File: src/rtl/pipe_stage_skid.sv
// EX->MEM pipeline stage with valid/ready handshake, optional 2-entry skid
// buffer, synchronous flush and a saturating stall-cycle counter.
module pipe_stage_skid #(
    parameter int BIT_WIDTH  = 32,
    parameter int REG_ADDR_W = 5,
    parameter int SKID_EN    = 1,
    parameter int CNT_W      = 16
) (
    input  logic                  i_clk,
    input  logic                  i_rstn,
    input  logic                  i_flush,
    input  logic                  i_valid,
    output logic                  o_ready,
    input  logic [BIT_WIDTH-1:0]  i_pc,
    input  logic [BIT_WIDTH-1:0]  i_alu,
    input  logic [BIT_WIDTH-1:0]  i_r2_d,
    input  logic [REG_ADDR_W-1:0] i_rd,
    input  logic                  i_we,
    output logic                  o_valid,
    input  logic                  i_ready,
    output logic [BIT_WIDTH-1:0]  o_pc,
    output logic [BIT_WIDTH-1:0]  o_alu,
    output logic [BIT_WIDTH-1:0]  o_r2_d,
    output logic [REG_ADDR_W-1:0] o_rd,
    output logic                  o_we,
    output logic [CNT_W-1:0]      o_stall_cnt
);

    typedef struct packed {
        logic [BIT_WIDTH-1:0]  pc;
        logic [BIT_WIDTH-1:0]  alu;
        logic [BIT_WIDTH-1:0]  r2_d;
        logic [REG_ADDR_W-1:0] rd;
        logic                  we;
    } entry_t;

    // EMPTY: no entry, BUSY: main slot holds one, FULL: main + skid both held.
    typedef enum logic [1:0] {
        EMPTY = 2'd0,
        BUSY  = 2'd1,
        FULL  = 2'd2
    } state_e;

    state_e           state_q, state_d;
    entry_t           main_q, main_d;
    entry_t           skid_q, skid_d;
    entry_t           in_entry;
    logic [CNT_W-1:0] stall_cnt_q, stall_cnt_d;
    logic             valid;
    logic             ready;
    logic             accept;
    logic             emit;

    assign in_entry = '{pc: i_pc, alu: i_alu, r2_d: i_r2_d, rd: i_rd, we: i_we};
    assign accept   = i_valid && ready;
    assign emit     = valid && i_ready;

    // NOTE: sequential state is only ever assigned with <= so every flop samples
    // the pre-edge value of its neighbours, independent of block ordering.
    always_ff @(posedge i_clk or negedge i_rstn) begin
        if (!i_rstn) begin
            state_q     <= EMPTY;
            main_q      <= '0;
            skid_q      <= '0;
            stall_cnt_q <= '0;
        end else begin
            state_q     <= state_d;
            main_q      <= main_d;
            skid_q      <= skid_d;
            stall_cnt_q <= stall_cnt_d;
        end
    end

    // NOTE: every combinational output is given a default before any branch,
    // so no path leaves it unassigned and no latch is inferred.
    always_comb begin
        state_d = state_q;
        if (i_flush) begin
            state_d = EMPTY;
        end else begin
            case (state_q)
                EMPTY: if (accept) state_d = BUSY;
                BUSY: begin
                    if (accept && !emit)      state_d = FULL;
                    else if (!accept && emit) state_d = EMPTY;
                end
                FULL:    if (emit) state_d = BUSY;
                default: state_d = EMPTY;
            endcase
        end
    end

    // Skid mode decodes o_ready from state only, cutting the i_ready -> o_ready path.
    always_comb begin
        valid = (state_q != EMPTY);
        if (SKID_EN != 0) ready = (state_q != FULL);
        else              ready = !valid || i_ready;
    end

    always_comb begin
        main_d = main_q;
        skid_d = skid_q;
        if (i_flush) begin
            main_d.we = 1'b0;
            skid_d.we = 1'b0;
        end else begin
            case (state_q)
                EMPTY: if (accept) main_d = in_entry;
                BUSY: begin
                    if (accept && emit) main_d = in_entry;
                    else if (accept)    skid_d = in_entry;
                end
                FULL:    if (emit) main_d = skid_q;
                default: ;
            endcase
        end
    end

    always_comb begin
        stall_cnt_d = stall_cnt_q;
        if (valid && !i_ready && (stall_cnt_q != {CNT_W{1'b1}})) begin
            stall_cnt_d = stall_cnt_q + 1'b1;
        end
    end

    assign o_valid     = valid;
    assign o_ready     = ready;
    assign o_pc        = main_q.pc;
    assign o_alu       = main_q.alu;
    assign o_r2_d      = main_q.r2_d;
    assign o_rd        = main_q.rd;
    assign o_we        = main_q.we && valid;
    assign o_stall_cnt = stall_cnt_q;

endmodule

File: config.mk
export PLATFORM = sky130hd
export DESIGN_NAME = pipe_stage_skid
export DESIGN_NICKNAME = d
export VERILOG_FILES = /design/src/rtl/pipe_stage_skid.sv
export SDC_FILE = /design/constraint.sdc
export NUM_CORES = 1
export LEC_CHECK = 0
export BUFFER_PORTS_ARGS = -buffer_cell sky130_fd_sc_hd__buf_2
export CAP_MARGIN = 20
export CORE_UTILIZATION = 60
export CTS_CLUSTER_SIZE = 28
export DETAILED_ROUTE_END_ITERATION = 8
export PLACE_DENSITY = 0.88
export SLEW_MARGIN = 15
export SYNTH_ARGS = -nofsm -noshare
export SYNTH_HDL_FRONTEND = slang
export SYNTH_SLANG_ARGS = --single-unit
File: constraint.sdc
create_clock -name i_clk -period 3.44 [get_ports i_clk]
set_clock_uncertainty 0.2 [all_clocks]
set_input_delay 0.172 -clock i_clk [delete_from_list [all_inputs] [get_ports i_clk]]
set_output_delay 0.172 -clock i_clk [all_outputs]
set_load 0.01 [all_outputs]
==> metrics.cfg, run 1 <==
[outcome]
status = finished clean

[worst_setup_path]
cp_max_fo = 23
critPathArrivalTime_ns = 3.07
startpoint = state_q[0]
worstPathCellList = inv_1 -> ha_1 -> nor2b_1 -> and3b_1 -> and2_4 -> buf_4 -> mux2_4
max_stage_delay_ns = 0.49
cp_slowest_cell = and2_4
endpoint_kind = flip-flop
worstPathRequired_ns = 3.63
cp-start-kind = flip-flop
critPathKind = flip-flop to flip-flop
r2r_start = state_q[0]

[synth]
ys_ff_latch = 222
netlist_area_um2 = 11010
ys_warn_count = 0
ys_types = 45
syn_inst = 755
ys_seq_area_share_pct = 50.44
syn_nets = 867
syn_area_per_cell_um2 = 14.59

[cells_and_area]
layout-drive-gt1-share_pct = 46.47
layout_commonest_cell = buf_2
regArea_um2 = 5555
nFillCells = 1042
areaGrowthSynthToFinish_pct = 22.17
multiInputGateArea_um2 = 4414
final_cell_mix = 225 x buf_2, 222 x dfrtp_1, 120 x mux2_1
final_cell_count_no_fill = 1236
antennaDiodeCount = 0
num-nets-final = 1102

[global_routing]
grt_remaining_overflow = 0
grt_pass1_vias = 7237
grt_max_degree = 112
grt_pass1_wl_um = 36830
antenna_found_initial = 0
track_usage_pct = 25.00

[routing]
drt_iter0_markers = 243
routed_wl_um = 23780
wl_per_cell_um = 19.24
remaining_drc_errors = 0
ant_nets = 0
route.vias.total = 6740
viasPerCell = 5.453
dr.pass1.iters = 4

[timing]
period_share_pct = 83.77
relSlewSlack_pct = 43.22
finalMaxSlewViolations = 0
rsz0062_at_grt = false
finalSetupViolCount = 0
worst_pin_slew_ns = 0.8517
max_freq_mhz = 347.0
period_needed_ns = 2.882
tns_ns = 0
hold_viol_final = 0

[floorplanning]
pin_count = 227
initial_core_util_pct = 61.32
die_w_um = 137.5
core.rowCount = 49
die_h_um = 137.5
dieArea_um2 = 18900
core_um2 = 17960

[clock_tree]
clock_latency_ns = 0.51
root_buffer = clkbuf_16
cts_buffer_depth = 3
postCtsSetupBuffers = 0
h-tree-depth = 1
cts_buffers = 24
cts_sinks = 222
clk_pin_slew_worst_paths_ns = 0.07
cts.repair.resized = 0
cts_tree = yes

[power_and_ir_drop]
power_leakage_nw = 6.215
swShare_pct = 30.55
clock_power_share_pct = 24.1
p_per_area_nw_per_um2 = 803.4
switchingPower_w = 0.003303
internal_power_w = 0.007508
combPwrFrac_pct = 33.4
pwr-share-seq_pct = 42.5
vdd_drop_max_uv = 619.7

[place]
io_buffers = 226
gp_congestion = 0.8781
dp.cells = 1086
dp_hpwl_um = 13720

[min_path]
holdCritPathClass = input port to async pin

[run]
maxCapViolations = 0

[synthesized netlist by cell type, drive strengths merged]
master | count | area (um2)
xnor2 | 5 | 43.79
nor2 | 6 | 22.52
nand3b | 1 | 7.510
or4 | 1 | 11.26
a21o | 1 | 7.510
nand2 | 5 | 18.77
mux2 | 307 | 3795
a21oi | 7 | 35.03
nand4 | 3 | 18.77
o21ai | 1 | 5.000
a22oi | 1 | 7.510
a32o | 1 | 10.01
buf | 126 | 1008
mux2i | 2 | 20.02
xor2 | 1 | 8.760
nand3 | 7 | 35.03
o21a | 4 | 30.03
nand2b | 2 | 12.51
and2 | 2 | 15.02
nor3 | 1 | 5.000
dfrtp | 222 | 5555
nor4 | 1 | 6.260
a31oi | 4 | 25.02
nand4b | 1 | 8.760
ha | 5 | 62.56
o211ai | 1 | 7.510
or2 | 2 | 12.51
and3b | 1 | 8.760
nor2b | 5 | 33.78
inv | 6 | 22.52
nor3b | 2 | 20.02
nor4b | 1 | 15.01
and4bb | 1 | 12.51
clkbuf | 9 | 33.78
and4 | 4 | 35.03
and3 | 6 | 37.54
[path summary, 6_finish.rpt]
| path | to | depth (start not counted) | slack (ns) |
|---|---|---|---|
| max | skid_q[29] | 7 | 0.56 |
| min | o_stall_cnt[15] | 2 | 0.11 |
| max reg2reg | skid_q[29] | 7 | 0.56 |
| min reg2reg | o_r2_d[12] | 1 | 0.28 |
| max in group asynchronous | o_alu[21] | 3 | 2.06 |
| min in group i_clk | skid_q[13] | 3 | 0.24 |
[per-layer routing]
metal	up-vias	part of all wire, %	track usage, %
met5	-	0	0
li1	3028	-	-
met3	52	5.2	4.599
met2	216	51	44.92
met1	3444	41	30.37
met4	0	2.5	7.387
[what timing repair did]
item	in CTS	in global routing
hold endpoints to repair	319	0
hold buffers	107	0
endpoints found under the setup margin	0	0
[cells by family (layout without fill, tap and decap cells)]
group,Yosys count,count (layout),share of synthesized area (%)
AND/OR/NAND/NOR,52,52,3.056
adder cells (fa/ha/maj),5,5,0.5680
multiplexers,309,309,34.64
buffers and inverters,141,393,9.667
XOR/XNOR,6,6,0.4771
flip-flops,222,222,50.44
AO/OA/AOI/OAI,20,20,1.159
[state kept, by name (all words and copies together), names as in the netlist]
register     cells
o_stall_cnt     16
o_rd             5
skid_q         102
state_q          2
o_alu           32
o_r2_d          32
main_q           1
o_pc            32
[through the flow]
| step | area (um2) | setup WS, ns | hold WS [ns] | util, % | power (W) |
|---|---|---|---|---|---|
| floorplan | 11010 | 1.142 | -0.3236 | - | 0.007596 |
| global placement | 11580 | 0.7226 | 0.1030 | 64.45 | 0.007828 |
| detailed placement | 11580 | 0.6291 | 0.1093 | 64.45 | 0.008010 |
| CTS | 13460 | 0.5716 | 0.1618 | 74.91 | 0.01076 |
| global route | 13460 | 0.4427 | 0.2095 | 74.91 | 0.01136 |
| finish | 13460 | 0.5583 | 0.1067 | 74.91 | 0.01081 |
[critical path, delay by kind of cell (launching register included)]
| family | cells | cell delay, ns |
|---|---|---|
| adder cells (fa/ha/maj) | 1 | 0.35 |
| buffers and inverters | 2 | 0.54 |
| flip-flops | 1 | 0.43 |
| multiplexers | 1 | 0.34 |
| AND/OR/NAND/NOR | 3 | 0.88 |
[area by class of cell]
cell class | count | area share [%]
Clock inverter | 3 | 0.3440
Clock buffer | 40 | 5.662
Tap cell | 229 | 2.129
Multi-Input combinational cell | 392 | 32.80
Inverter | 6 | 0.1674
Timing Repair Buffer | 344 | 17.61
Sequential cell | 222 | 41.28
[power groups by stage]
| stage | clock, W | sequential, W | combinational, W |
|---|---|---|---|
| floorplan | 0 | 0.00434 | 0.00326 |
| global placement | 0 | 0.00449 | 0.00334 |
| CTS | 0.00265 | 0.00453 | 0.00358 |
| global route | 0.00276 | 0.00472 | 0.00388 |
| detailed placement | 0 | 0.00452 | 0.00349 |
| finish | 0.00261 | 0.00459 | 0.00361 |
No activity file was read; power rests on OpenSTA's default activity.
==> inputs of run 2 (changes only) <==
--- a/config.mk
+++ b/config.mk
@@ -7,10 +7,10 @@
 export LEC_CHECK = 0
 export BUFFER_PORTS_ARGS = -buffer_cell sky130_fd_sc_hd__buf_2
 export CAP_MARGIN = 20
-export CORE_UTILIZATION = 60
+export CORE_UTILIZATION = 55
 export CTS_CLUSTER_SIZE = 28
 export DETAILED_ROUTE_END_ITERATION = 8
-export PLACE_DENSITY = 0.88
+export PLACE_DENSITY = 0.82
 export SLEW_MARGIN = 15
 export SYNTH_ARGS = -nofsm -noshare
 export SYNTH_HDL_FRONTEND = slang
==> constraint.sdc (replaced) <==
create_clock -name i_clk -period 2.8 [get_ports i_clk]
set_clock_uncertainty 0.2 [all_clocks]
set_input_delay 0.14 -clock i_clk [delete_from_list [all_inputs] [get_ports i_clk]]
set_output_delay 0.14 -clock i_clk [all_outputs]
set_load 0.01 [all_outputs]
==> run 2 against run 1 <==
The flow now finishes with violations (hold timing). First-iteration DRC count shrank 2.1%. Largest power group unchanged. Core utilization shrank 5.3 points. Critical path type unchanged. Highest routed layer unchanged. Hold slack lost 0.11 ns. Sequential share of layout area shrank 0.39 points. Via count shrank 0.86%. Critical endpoint is now skid_q[4].
==> metrics.cfg, run 2 (synthesized netlist as in run 1, its figures left out) <==
[routing]
wl_per_cell_um = 18.12
viasPerCell = 5.220
routed_wl_um = 23200
dr.pass1.iters = 4
remaining_drc_errors = 0
drt_iter0_markers = 238
ant_nets = 0
route.vias.total = 6682

[worst_setup_path]
critPathBufInv = 3
max_stage_delay_ns = 0.42
crit_family = simple AND/OR/NAND/NOR gates
cp_max_fo = 15
reg2reg_to = skid_q[4]
worstPathRequired_ns = 2.98
path_common_cell = buf_12
worstPathCellList = inv_1 -> ha_1 -> nor2b_1 -> and3b_1 -> and2_4 -> buf_12 -> buf_12 -> mux2_1
r2r_start = state_q[0]
cp-start-kind = flip-flop
regToRegSetupSlack_ns = 0.17
critPathArrivalTime_ns = 2.81
endpoint_kind = flip-flop
critPathKind = flip-flop to flip-flop
ff2ff_path_depth = 8
cp_slowest_cell = dfrtp_1

[timing]
worst_pin_slew_ns = 0.6760
relSlewSlack_pct = 54.93
period_needed_ns = 2.628
max_freq_mhz = 380.6
tns_ns = 0
finalSetupViolCount = 0
hold_viol_final = 1
whs_ns = -0.002306
period_share_pct = 93.85
rsz0062_at_grt = false
finalMaxSlewViolations = 0

[global_routing]
grt_remaining_overflow = 0
grt_pass1_vias = 7329
use_met2_pct = 40.67
grt_max_degree = 74
grt_use_met1_pct = 28.45
use_met3_pct = 5.165
top_usage_layer = met2
track_usage_pct = 23.04
grt_pass1_wl_um = 37460
antenna_found_initial = 0

[clock_tree]
h-tree-depth = 1
cts_buffer_depth = 3
root_buffer = clkbuf_16
ctsHoldBuffers = 106
cts_buffers = 25
postCtsSetupBuffers = 0
cts.repair.resized = 0
cts_sinks = 222
clk_pin_slew_worst_paths_ns = 0.06
clock_latency_ns = 0.50
cts_tree = yes

[place]
dp.cells = 1130
detailed_place.area_um2 = 11730
dp_hpwl_um = 13800
io_buffers = 226
gp_congestion = 0.7600

[cells_and_area]
final_cell_count_no_fill = 1280
stdcell_area_um2 = 13590
num-nets-final = 1110
final_cell_mix = 225 x buf_2, 222 x dfrtp_1, 120 x mux2_1
largest_reg_flops = 102
regArea_um2 = 5555
antennaDiodeCount = 0
final_core_util_pct = 69.58
layout-drive-gt1-share_pct = 47.19
nFillCells = 1276
max_flop_register = skid_q
layout_commonest_cell = buf_2
areaGrowthSynthToFinish_pct = 23.34
multiInputGateArea_um2 = 4414

[outcome]
failed_checks = hold timing
status = finished, violations left

[floorplanning]
dieArea_um2 = 20600
die_h_um = 143.5
core.rowCount = 51
die_w_um = 143.5
core_um2 = 19530
pin_count = 227
initial_core_util_pct = 56.41

[min_path]
holdCritPathClass = input port to async pin

[power_and_ir_drop]
p_per_area_nw_per_um2 = 971.6
power_leakage_nw = 6.262
vdd_drop_max_uv = 556.4

[run]
maxCapViolations = 0

## run 2: cell types whose count changed in the layout (fill, tap and decap cells not counted), sizes merged
cell         previous run  this run
dlygate4sd3           107       106
buf                   237       245
clkbuf                 40        36
inv                     7         6
clkinv                  1         7
## run 2: worst max path at each step
stage | start | to | slack, ns | cells after the start
finish | state_q[0] | skid_q[4] | 0.17 | 8
global route | state_q[0] | skid_q[3] | 0.02 | 8
CTS | state_q[0] | skid_q[4] | 0.17 | 8
detailed placement | state_q[0] | skid_q[4] | 0.19 | 8
global placement | state_q[0] | skid_q[3] | 0.29 | 8
floorplan | state_q[0] | o_alu[20] | 0.50 | 9
## run 2: area by class of cell
cell class / count / share of cell area (%)
clock buffers: 36 / 5.351
clock inverters: 8 / 0.4789
inverters: 6 / 0.1658
multi-input cells: 392 / 32.49
flip-flops and latches: 222 / 40.89
well taps: 265 / 2.441
repair buffers: 351 / 18.18
## run 2: where the power goes
group          total [W]  leakage (nW)  internal (W)  switching (W)
clock network    0.00313         0.399       0.00188        0.00124
registers        0.00561          2.68       0.00474       0.000874
logic            0.00446          3.19       0.00258        0.00188
## run 2: stage by stage
stage                     total power (W)  setup slack, ns
after CTS                         0.01321           0.1733
after floorplan                  0.009332           0.5020
final                             0.01320           0.1723
after global placement           0.009674           0.2886
after global routing              0.01393          0.02070
after detailed placement         0.009874           0.1934
## run 2: metal layers
layer,vias up,wire [um]
met5,-,0
met4,0,442
met3,39,1385
met2,203,11880
met1,3391,9488
li1,3049,-
==> inputs of run 3 (changes only) <==
--- a/config.mk
+++ b/config.mk
@@ -5,12 +5,15 @@
 export SDC_FILE = /design/constraint.sdc
 export NUM_CORES = 1
 export LEC_CHECK = 0
+export ABC_AREA = 1
 export BUFFER_PORTS_ARGS = -buffer_cell sky130_fd_sc_hd__buf_2
 export CAP_MARGIN = 20
-export CORE_UTILIZATION = 55
+export CORE_MARGIN = 2
+export CORE_UTILIZATION = 57
+export CTS_BUF_LIST = sky130_fd_sc_hd__clkbuf_4 sky130_fd_sc_hd__clkbuf_8
 export CTS_CLUSTER_SIZE = 28
 export DETAILED_ROUTE_END_ITERATION = 8
-export PLACE_DENSITY = 0.82
+export PLACE_DENSITY = 0.85
 export SLEW_MARGIN = 15
 export SYNTH_ARGS = -nofsm -noshare
 export SYNTH_HDL_FRONTEND = slang
==> run 3 against run 2 <==
The run now ends clean. Total power is 1.2% lower. Largest power group unchanged. Core utilization is 2.6 points higher. Sequential cell count is the same.
==> metrics.cfg, run 3 <==
[outcome]
status = finished clean

[floorplanning]
die_w_um = 140.0
pin_count = 227
initial_core_util_pct = 58.45
dieArea_um2 = 19590
core.rowCount = 49
core_um2 = 18020
die_h_um = 140.0

[cells_and_area]
largest_reg_flops = 102
final_cell_count_no_fill = 1708
final_cell_mix = 448 x nand2_1, 225 x buf_2, 222 x dfrtp_1
max_flop_register = skid_q
num-nets-final = 1564
stdcell_area_um2 = 13020
nFillCells = 1186
areaGrowthSynthToFinish_pct = 23.55
layout-drive-gt1-share_pct = 21.19
layout_commonest_cell = nand2_1

[worst_setup_path]
critPathArrivalTime_ns = 2.22
worstPathRequired_ns = 2.46
r2r_start = state_q[0]
cp_max_fo = 95
startpoint = state_q[0]
critPathKind = flip-flop to output pin
cp-start-kind = flip-flop
regToRegSetupSlack_ns = 0.53
endpoint_kind = output pin

[synth]
ys_seq_area_share_pct = 52.73
synthArstFlopShare_pct = 100.0
syn_nets = 1341
synth_top_area_share_pct = 52.73
syn_area_per_cell_um2 = 8.572
ys_ff_latch = 222
synth.largest_area_cell = dfrtp_1
synth_ff_type = dfrtp_1
ys_types = 23
synth_commonest_cells = 448 x nand2_1, 222 x dfrtp_1, 111 x buf_4
syn_inst = 1229
ys_warn_count = 0
synth.most_common_cell = nand2_1
netlist_area_um2 = 10540
synth_area_leaders = dfrtp_1 53%, nand2_1 16%, buf_4 7.9%, mux2i_1 5.1%, o21ai_1 5.1%
synth_edf_count = 0

[routing]
wl_per_cell_um = 15.45
drt_iter0_markers = 686
viasPerCell = 5.296
route.vias.total = 9046
routed_wl_um = 26390
remaining_drc_errors = 0
dr.pass1.iters = 5
ant_nets = 0

[timing]
max_freq_mhz = 390.6
relSlewSlack_pct = 43.90
hold_viol_final = 0
finalSetupViolCount = 0
period_needed_ns = 2.560
period_share_pct = 91.43
tns_ns = 0
rsz0062_at_grt = false
finalMaxSlewViolations = 0
setup_ws_ns = 0.2400
worst_pin_slew_ns = 0.8415

[power_and_ir_drop]
p_per_area_nw_per_um2 = 1002
switchingPower_w = 0.004735
internal_power_w = 0.008311
clock_power_share_pct = 24.2
swShare_pct = 36.29
total_power_w = 0.01305
pwr-share-seq_pct = 42.9
power_leakage_nw = 6.813
combPwrFrac_pct = 32.9
vdd_drop_max_uv = 800.5

[place]
io_buffers = 226
detailed_place.area_um2 = 11100
dp.cells = 1534
dp_hpwl_um = 14720
place_ws_ns = 0.6087
gp_congestion = 0.8916

[global_routing]
grt_remaining_overflow = 0
grt_max_degree = 133
grt_pass1_wl_um = 43430
track_usage_pct = 26.97
grt_pass1_vias = 9149
antenna_found_initial = 1

[clock_tree]
cts_tree = yes
cts_buffer_depth = 3
cts.repair.resized = 0
h-tree-depth = 2
cts_buffers = 38
clk_pin_slew_worst_paths_ns = 0.06
cts_sinks = 222
clock_latency_ns = 0.51
postCtsSetupBuffers = 0
root_buffer = clkbuf_8

[min_path]
holdCritPathClass = input port to async pin

[run]
maxCapViolations = 0

[run 3: changes by cell type in the layout (fill, tap and decap cells not counted), moves of 25 or more]
cell       delta
nand2_1     +443
clkbuf_16    -25
o21ai_1     +107
mux2_2       -97
mux2_4       -90
inv_1        +67
o21ai_0      +94
mux2_1      -120
clkbuf_8     +44
mux2i_1      +52
[run 3: path summary, 6_finish.rpt]
path	end	cells past startpoint
min in group i_clk	skid_q[52]	4
worst min-delay path	skid_q[7]	2
worst max-delay path	o_ready	5
worst max register to register	o_alu[23]	9
worst min register to register	main_q[0]	2
max in group asynchronous	skid_q[59]	3
[run 3: cells by family after synthesis]
logic type / share of synthesized area [%]
AOI/OAI and AO/OA: 9.691
xor gates and xnor gates: 0.2495
adders and majority gates: 0.5938
buffers and inverters: 13.04
DFF: 52.73
muxes: 5.131
and+or+nand+nor: 18.56
[run 3: metal layers]
| layer | up-vias | wire length [um] | global-route usage, % | part of all wire, % |
|---|---|---|---|---|
| met2 | 426 | 13150 | 45.93 | 50 |
| met1 | 4259 | 10230 | 32.43 | 39 |
| li1 | 4257 | - | - | - |
| met5 | - | 0 | 0 | 0 |
| met3 | 104 | 1785 | 6.017 | 6.8 |
| met4 | 0 | 1223 | 13.58 | 4.6 |
[run 3: metrics by stage]
step	hold WS, ns	utilization (%)
6_report	0.01606	72.21
3_5_place_dp	-0.04389	61.59
3_3_place_gp	-0.03496	61.59
4_1_cts	0.001306	72.19
2_1_floorplan	-0.3556	-
5_1_grt	0.03692	72.20
[run 3: repair_timing]
item,CTS,global route
setup endpoints to repair,0,0
endpoints found under the hold margin,433,0
hold buffers,107,0
[run 3: area by class of cell]
cell class	instances	area (um2)	area share [%]
antenna	2	5.005	0.03845
clock buffer	58	748.2	5.748
clock inverter	7	90.09	0.6921
inverter	76	285.3	2.192
multi-input combinational	769	3631	27.90
sequential	222	5555	42.68
tap	229	286.5	2.201
timing repair buffer	345	2415	18.55
[run 3: critical path, stage by stage (launching register included)]
cell     delay, ns
dfrtp_1       0.39
inv_1         0.11
ha_4          0.19
inv_2         0.08
buf_4         0.64
buf_2         0.26
[run 3: power groups by stage]
stage | Sequential (W) | Clock, W | Combinational (W)
2_1_floorplan | 0.00536 | 0 | 0.00367
3_3_place_gp | 0.00551 | 0 | 0.00388
3_5_place_dp | 0.00556 | 0 | 0.00405
4_1_cts | 0.00553 | 0.00321 | 0.00420
5_1_grt | 0.00576 | 0.00338 | 0.00480
6_report | 0.00560 | 0.00316 | 0.00429
